[src/rtl/muldiv_sequencer.sv]
// Iterative multiply/divide unit with architectural HI/LO registers (shift-add / restoring divide).
// Optional MULDIV_DIVZERO_FAST_EN: divide-by-zero completes in one cycle and adds a divZero output.
module muldiv_sequencer #(
    parameter int WIDTH = 32,
    parameter int CNT_W = 6
) (
    input  logic             CLK,
    input  logic             Reset,
    input  logic             start,
    input  logic [2:0]       op,
    input  logic [WIDTH-1:0] opA,
    input  logic [WIDTH-1:0] opB,
    input  logic             mfReq,
    output logic [WIDTH-1:0] hi,
    output logic [WIDTH-1:0] lo,
    output logic             busy,
    output logic             stall,
    output logic             done,
`ifdef MULDIV_DIVZERO_FAST_EN
    output logic             divZero,
`endif
    output logic [1:0]       dbgState
);

    typedef enum logic [1:0] {IDLE = 2'd0, RUN = 2'd1, FIX = 2'd2, DONE = 2'd3} state_t;

    localparam logic [CNT_W-1:0] LAST = CNT_W'(WIDTH - 1);

    state_t             state, stateNext;
    logic [CNT_W-1:0]   cnt;
    logic [2*WIDTH-1:0] acc;
    logic [WIDTH-1:0]   operand;
    logic               isDiv, negQ, negR, bZero;

    // Operand decode, valid only while start is presented in IDLE.
    logic             mdStart, isSignedOp, aNeg, bNeg, fastDz;
    logic [WIDTH-1:0] aMag, bMag;

    assign mdStart    = start & ~op[2];
    assign isSignedOp = ~op[0];
    assign aNeg       = isSignedOp & opA[WIDTH-1];
    assign bNeg       = isSignedOp & opB[WIDTH-1];
    assign aMag       = aNeg ? -opA : opA;
    assign bMag       = bNeg ? -opB : opB;

`ifdef MULDIV_DIVZERO_FAST_EN
    logic dzFast;
    assign fastDz  = mdStart & op[1] & (opB == '0);
    assign divZero = done & dzFast;

    always_ff @(posedge CLK or posedge Reset) begin
        if (Reset)
            dzFast <= 1'b0;
        else if (state == IDLE && mdStart)
            dzFast <= fastDz;
    end
`else
    assign fastDz = 1'b0;
`endif

    assign busy     = (state != IDLE);
    assign stall    = busy & (start | mfReq);
    assign done     = (state == DONE);
    assign dbgState = state;

    // Multiply: acc = {partial product, remaining multiplier bits}, consumed LSB first.
    logic [WIDTH:0]     mulSum;
    logic [2*WIDTH-1:0] mulStep;
    assign mulSum  = {1'b0, acc[2*WIDTH-1:WIDTH]} + (acc[0] ? {1'b0, operand} : '0);
    assign mulStep = {mulSum, acc[WIDTH-1:1]};

    // Divide: acc = {partial remainder, dividend bits shifting out / quotient bits shifting in}.
    logic [WIDTH:0]     divShift, divDiff;
    logic [2*WIDTH-1:0] divStep;
    assign divShift = {acc[2*WIDTH-1:WIDTH], acc[WIDTH-1]};
    assign divDiff  = divShift - {1'b0, operand};
    assign divStep  = divDiff[WIDTH] ? {divShift[WIDTH-1:0], acc[WIDTH-2:0], 1'b0}
                                     : {divDiff[WIDTH-1:0],  acc[WIDTH-2:0], 1'b1};

    logic [2*WIDTH-1:0] prodFix;
    logic [WIDTH-1:0]   quotFix, remFix;
    assign prodFix = negQ ? -acc : acc;
    assign quotFix = bZero ? '1 : (negQ ? -acc[WIDTH-1:0] : acc[WIDTH-1:0]);
    assign remFix  = negR ? -acc[2*WIDTH-1:WIDTH] : acc[2*WIDTH-1:WIDTH];

    always_ff @(posedge CLK or posedge Reset) begin
        if (Reset)
            state <= IDLE;
        else
            state <= stateNext;
    end

    always_comb begin
        stateNext = state;
        case (state)
            IDLE:    if (mdStart) stateNext = fastDz ? DONE : RUN;
            RUN:     if (cnt == LAST) stateNext = FIX;
            FIX:     stateNext = DONE;
            DONE:    stateNext = IDLE;
            default: stateNext = IDLE;
        endcase
    end

    always_ff @(posedge CLK or posedge Reset) begin
        if (Reset) begin
            hi      <= '0;
            lo      <= '0;
            cnt     <= '0;
            acc     <= '0;
            operand <= '0;
            isDiv   <= 1'b0;
            negQ    <= 1'b0;
            negR    <= 1'b0;
            bZero   <= 1'b0;
        end else begin
            case (state)
                IDLE: begin
                    if (start && op == 3'd4) hi <= opA;
                    if (start && op == 3'd5) lo <= opA;
                    if (mdStart) begin
                        cnt     <= '0;
                        isDiv   <= op[1];
                        negQ    <= aNeg ^ bNeg;
                        negR    <= aNeg;
                        bZero   <= (opB == '0);
                        acc     <= op[1] ? {{WIDTH{1'b0}}, aMag} : {{WIDTH{1'b0}}, bMag};
                        operand <= op[1] ? bMag : aMag;
                        if (fastDz) begin
                            lo <= '1;
                            hi <= opA;
                        end
                    end
                end
                RUN: begin
                    cnt <= cnt + CNT_W'(1);
                    acc <= isDiv ? divStep : mulStep;
                end
                FIX: begin
                    if (isDiv) begin
                        hi <= remFix;
                        lo <= quotFix;
                    end else begin
                        hi <= prodFix[2*WIDTH-1:WIDTH];
                        lo <= prodFix[WIDTH-1:0];
                    end
                end
                default: ;
            endcase
        end
    end

endmodule

[config.mk]
export PLATFORM = sky130hd
export DESIGN_NAME = muldiv_sequencer
export DESIGN_NICKNAME = d
export VERILOG_FILES = /design/src/rtl/muldiv_sequencer.sv
export SDC_FILE = /design/constraint.sdc
export NUM_CORES = 1
export LEC_CHECK = 0
export ABC_AREA = 1
export CAP_MARGIN = 25
export CORE_ASPECT_RATIO = 0.75
export CORE_MARGIN = 3
export CORE_UTILIZATION = 45
export DETAILED_ROUTE_END_ITERATION = 10
export PLACE_DENSITY = 0.67
export SLEW_MARGIN = 20
export SYNTH_ARGS = -nofsm -noshare
export SYNTH_HDL_FRONTEND = slang
export SYNTH_SLANG_ARGS = --single-unit
[constraint.sdc]
create_clock -name CLK -period 9.6 [get_ports CLK]
set_clock_uncertainty 0.1 [all_clocks]
set_input_delay 2.4 -clock CLK [delete_from_list [all_inputs] [get_ports CLK]]
set_output_delay 2.4 -clock CLK [all_outputs]
set_load 0.01 [all_outputs]
After elaboration in Yosys (flattened, before gate mapping)
Cells that the tools add are included.
Widths: inputs -> output; s select.
Operators by class
  add/subtract/negate cells: 8
  equality and inequality tests: 10
  multiplexer cells: 24
  bitwise operators: 8
  reduce and logical (&&, ||, !) cells: 12
Operators with widths (number)
  $mux 32: 12
  $mux 64: 4
  $neg 32->32: 4
  $pmux 32 s2: 2
  $pmux 64 s2: 1
  $neg 64->64: 1
  $add 32x32->33: 1
  $sub 33x32->33: 1
  $logic_not 32->1: 1
  $pmux 6 s2: 1
  $reduce_and 2->1: 5
  $ne 2x2->1 const B: 4
  $pmux 2 s4: 1
  $add 6x1->6 const B: 1
  $eq 3x3->1 const B: 2
  $eq 6x5->1 const B: 1
  $mux 6: 1
  $reduce_bool 2->1: 3
  $and 1x1->1: 4
  $eq 2x2->1 const B: 2
  $mux 2: 2
  $eq 2x1->1 const B: 1
  $logic_and 1x1->1: 2
  $logic_not 2->1: 1
  3 further kinds: 4
Word-level totals
  register bits: 172
  output and inout port bits: 69

Logic depth before layout (Yosys ltp)
  word-level depth: 6
  depth in mapped cells: 21
  gate-level depth less buffers: 19

Least setup slack after synthesis
No wires, ideal clock.
  path kind: input to output
  start: input start
  end: output stall
  data arrival time: 2584 ps
  required time: 7100 ps
  path slack: 4516 ps
  stages: 2
  buffers on the path: 0
  cells stage by stage: nor2_1 -> nor2_1
On the way
  cells in the longest elaborated chain, start to end: 2
Ends and longest elaborated chain
  start, declared: RTL line 9  | input logic start,
  $or 1x1->1: RTL line 62  | assign stall = busy & (start | mfReq);
  $and 1x1->1: RTL line 62
  end, declared: RTL line 17  | output logic stall,
No other way between the ends.

Worst setup path after layout
Ends and elaborated chain as after synthesis.

==> flow_summary.json <==
{
  "hpwl_um": 69100,
  "ys_seq_area_share_pct": 23.73,
  "vias_per_cell": 5.894,
  "fin_crit_sh_pct": 63.80,
  "finalWirelength_um": 85740,
  "synthAdderAreaFrac_pct": 5.256,
  "nets": 3373,
  "fmaxAchievable_mhz": 163.3,
  "cap_violations": 0,
  "p_leak_uw": 0.01029,
  "reg2reg_slack_ns": 5.79,
  "row_count": 63,
  "dr.pass1.iters": 9,
  "yosysMostFrequentCell": "nand2_1",
  "htree_num_levels": 4,
  "overflow": 0,
  "finalCriticalPeriod_ns": 6.125,
  "grt_pass1_wl_um": 124200,
  "synthFlopType": "dfrtp_1",
  "setup_slack_ns": 3.475,
  "cts_tree": "done",
  "synth.top_cell.area_share_pct": 23.73,
  "gp_congestion": 1.061,
  "synth_cell_types": 49,
  "dp_cells": 3728,
  "syn_to_final_growth_pct": 12.59,
  "wl_per_cell_um": 22.81,
  "worstPathRequired_ns": 7.10,
  "setup_tns_ns": 0,
  "ctsHoldBuffers": 0,
  "die_h_um": 179.9,
  "drc": 0,
  "synthSimpleGateAreaFrac_pct": 41.57,
  "die_w_um": 237.8,
  "ys_ff_latch": 172,
  "hold_path.class": "reg2reg",
  "cp.arrival_ns": 3.62,
  "slew_headroom_pct": 30.98,
  "syn-cell-area_um2": 18140,
  "cts-root-buf": "clkbuf_16",
  "hold_ws_ns": 0.4034,
  "post_cts_buffers": 0,
  "yosys-top-cells-count": "nand2_1, inv_1, nor2_1",
  "rsz0062_at_grt": "false",
  "ir_worst_vdd_uv": 206.5,
  "power.density_nw_per_um2": 348.3,
  "dieArea_um2": 42780,
  "vias": 22160,
  "final_cells": 3759,
  "worst_slew_pin_slew_ns": 1.035,
  "wl_met3_um": 13760,
  "cts_buffer_depth": 2,
  "start_kind": "input port",
  "grt_pass1_vias": 19210,
  "status": "finished, final reports clean",
  "synth_top_family_by_area": "simple AND/OR/NAND/NOR gates",
  "syn_nets": 3307,
  "yosys_warnings": 0,
  "antenna_found_initial": 0,
  "io_buffers": 139,
  "cts_resized": 0,
  "setup_viol": 0,
  "top_layer": "met4",
  "synthXorXnorAreaFrac_pct": 2.752,
  "synthArstFlopShare_pct": 100.0,
  "synth_compound_area_share_pct": 14.95,
  "synth.area.mux_share_pct": 0,
  "grt_usage_pct": 38.85,
  "yosys-top-cells-area": "dfrtp_1, nand2_1, inv_1",
  "finalMaxSlewViolations": 0,
  "drive_gt1_share_pct": 3.212,
  "wl_met1_um": 38850,
  "coreArea_um2": 39650,
  "cp-end-kind": "output port",
  "wl_met2_um": 31200,
  "worst-setup-path-type": "in2out",
  "cts_buffers": 17,
  "clkLatencyLatePin_ns": 0.46,
  "cts.clk_slew.worst_paths_ns": 0.08,
  "grt_max_degree": 69,
  "hold_viol": 0,
  "place_ws_ns": 3.486,
  "synth_edf_count": 0,
  "critPathMaxFanout": 3,
  "ioPinCount": 140,
  "clock_sinks": 172,
  "syn_inst": 3161,
  "drt-initial-drc-count": 3541,
  "yosysTopAreaCell": "dfrtp_1",
  "start_util_pct": 45.75,
  "ant_nets": 0,
  "syn_avg_cell_area_um2": 5.738
}
layout by cell type, fill, tap and decap left out, drive strengths merged, types with 31 or more instances in the layout:
cell type,netlist,routed
inv,441,447
nand4,35,35
dfrtp,172,172
a21oi,210,210
ha,73,73
o21ai,181,181
o211ai,31,31
nor2,440,440
nand3,319,319
nor3,31,31
nand2,956,956
clkdlybuf4s50,0,139
xor2,44,44
flip-flops by register name, indices dropped and copies added (netlist names):
name	flops
negQ	1
acc	64
operand	32
negR	1
dbgState	2
isDiv	1
hi	32
lo	32
bZero	1
cnt	6
power breakdown:
| group | switching [µW] | internal [µW] | total, µW |
|---|---|---|---|
| registers | 570 | 1050 | 1620 |
| logic | 3290 | 1510 | 4800 |
| clock network | 355 | 336 | 691 |
layout make-up:
class	count	area (µm²)
Antenna cell	1	2.502
Sequential cell	172	4305
Multi-Input combinational cell	2437	11740
Inverter	443	1668
Clock inverter	13	112.6
Tap cell	520	650.6
Clock buffer	17	425.4
Timing Repair Buffer	156	1519
Fill cell	4173	19230
per-stage QoR:
step / area, µm² / util (%) / total power [µW]
finish: 20420 / 51.51 / 7113
global route: 20420 / 51.50 / 7539
floorplan: 18140 / - / 4395
CTS: 20420 / 51.50 / 6864
detailed placement: 19880 / 50.14 / 6169
global placement: 19880 / 50.14 / 6107
worst paths after layout:
| kind | cells after the start | endpoint | start |
|---|---|---|---|
| min reg2reg | 2 | lo[26] | lo[26] |
| max reg2reg | 17 | acc[63] | acc[32] |
| max | 4 | stall | start |
| max in group asynchronous | 3 | isDiv | Reset |
| min | 2 | lo[26] | lo[26] |
| min in group asynchronous | 2 | cnt[2] | Reset |
worst max-delay path, cell delays in order:
cell and delay [ns]:
clkdlybuf4s50_1 0.52, nor2_1 0.06, nor2_1 0.09, clkdlybuf4s50_1 0.55
cells by family after synthesis:
| kind of cell | count (synthesis) |
|---|---|
| buffers and inverters | 552 |
| AO/OA/AOI/OAI | 492 |
| XOR/XNOR | 57 |
| AND/OR/NAND/NOR | 1813 |
| flip-flops | 172 |
| adder cells (fa/ha/maj) | 75 |
layer usage:
metal / vias up / GRT usage, %
li1: 10280 / -
met1: 10240 / 61.00
met2: 1523 / 48.61
met3: 112 / 14.77
met4: 0 / 8.804
met5: - / 0
Power figures use the tool's default switching activity.
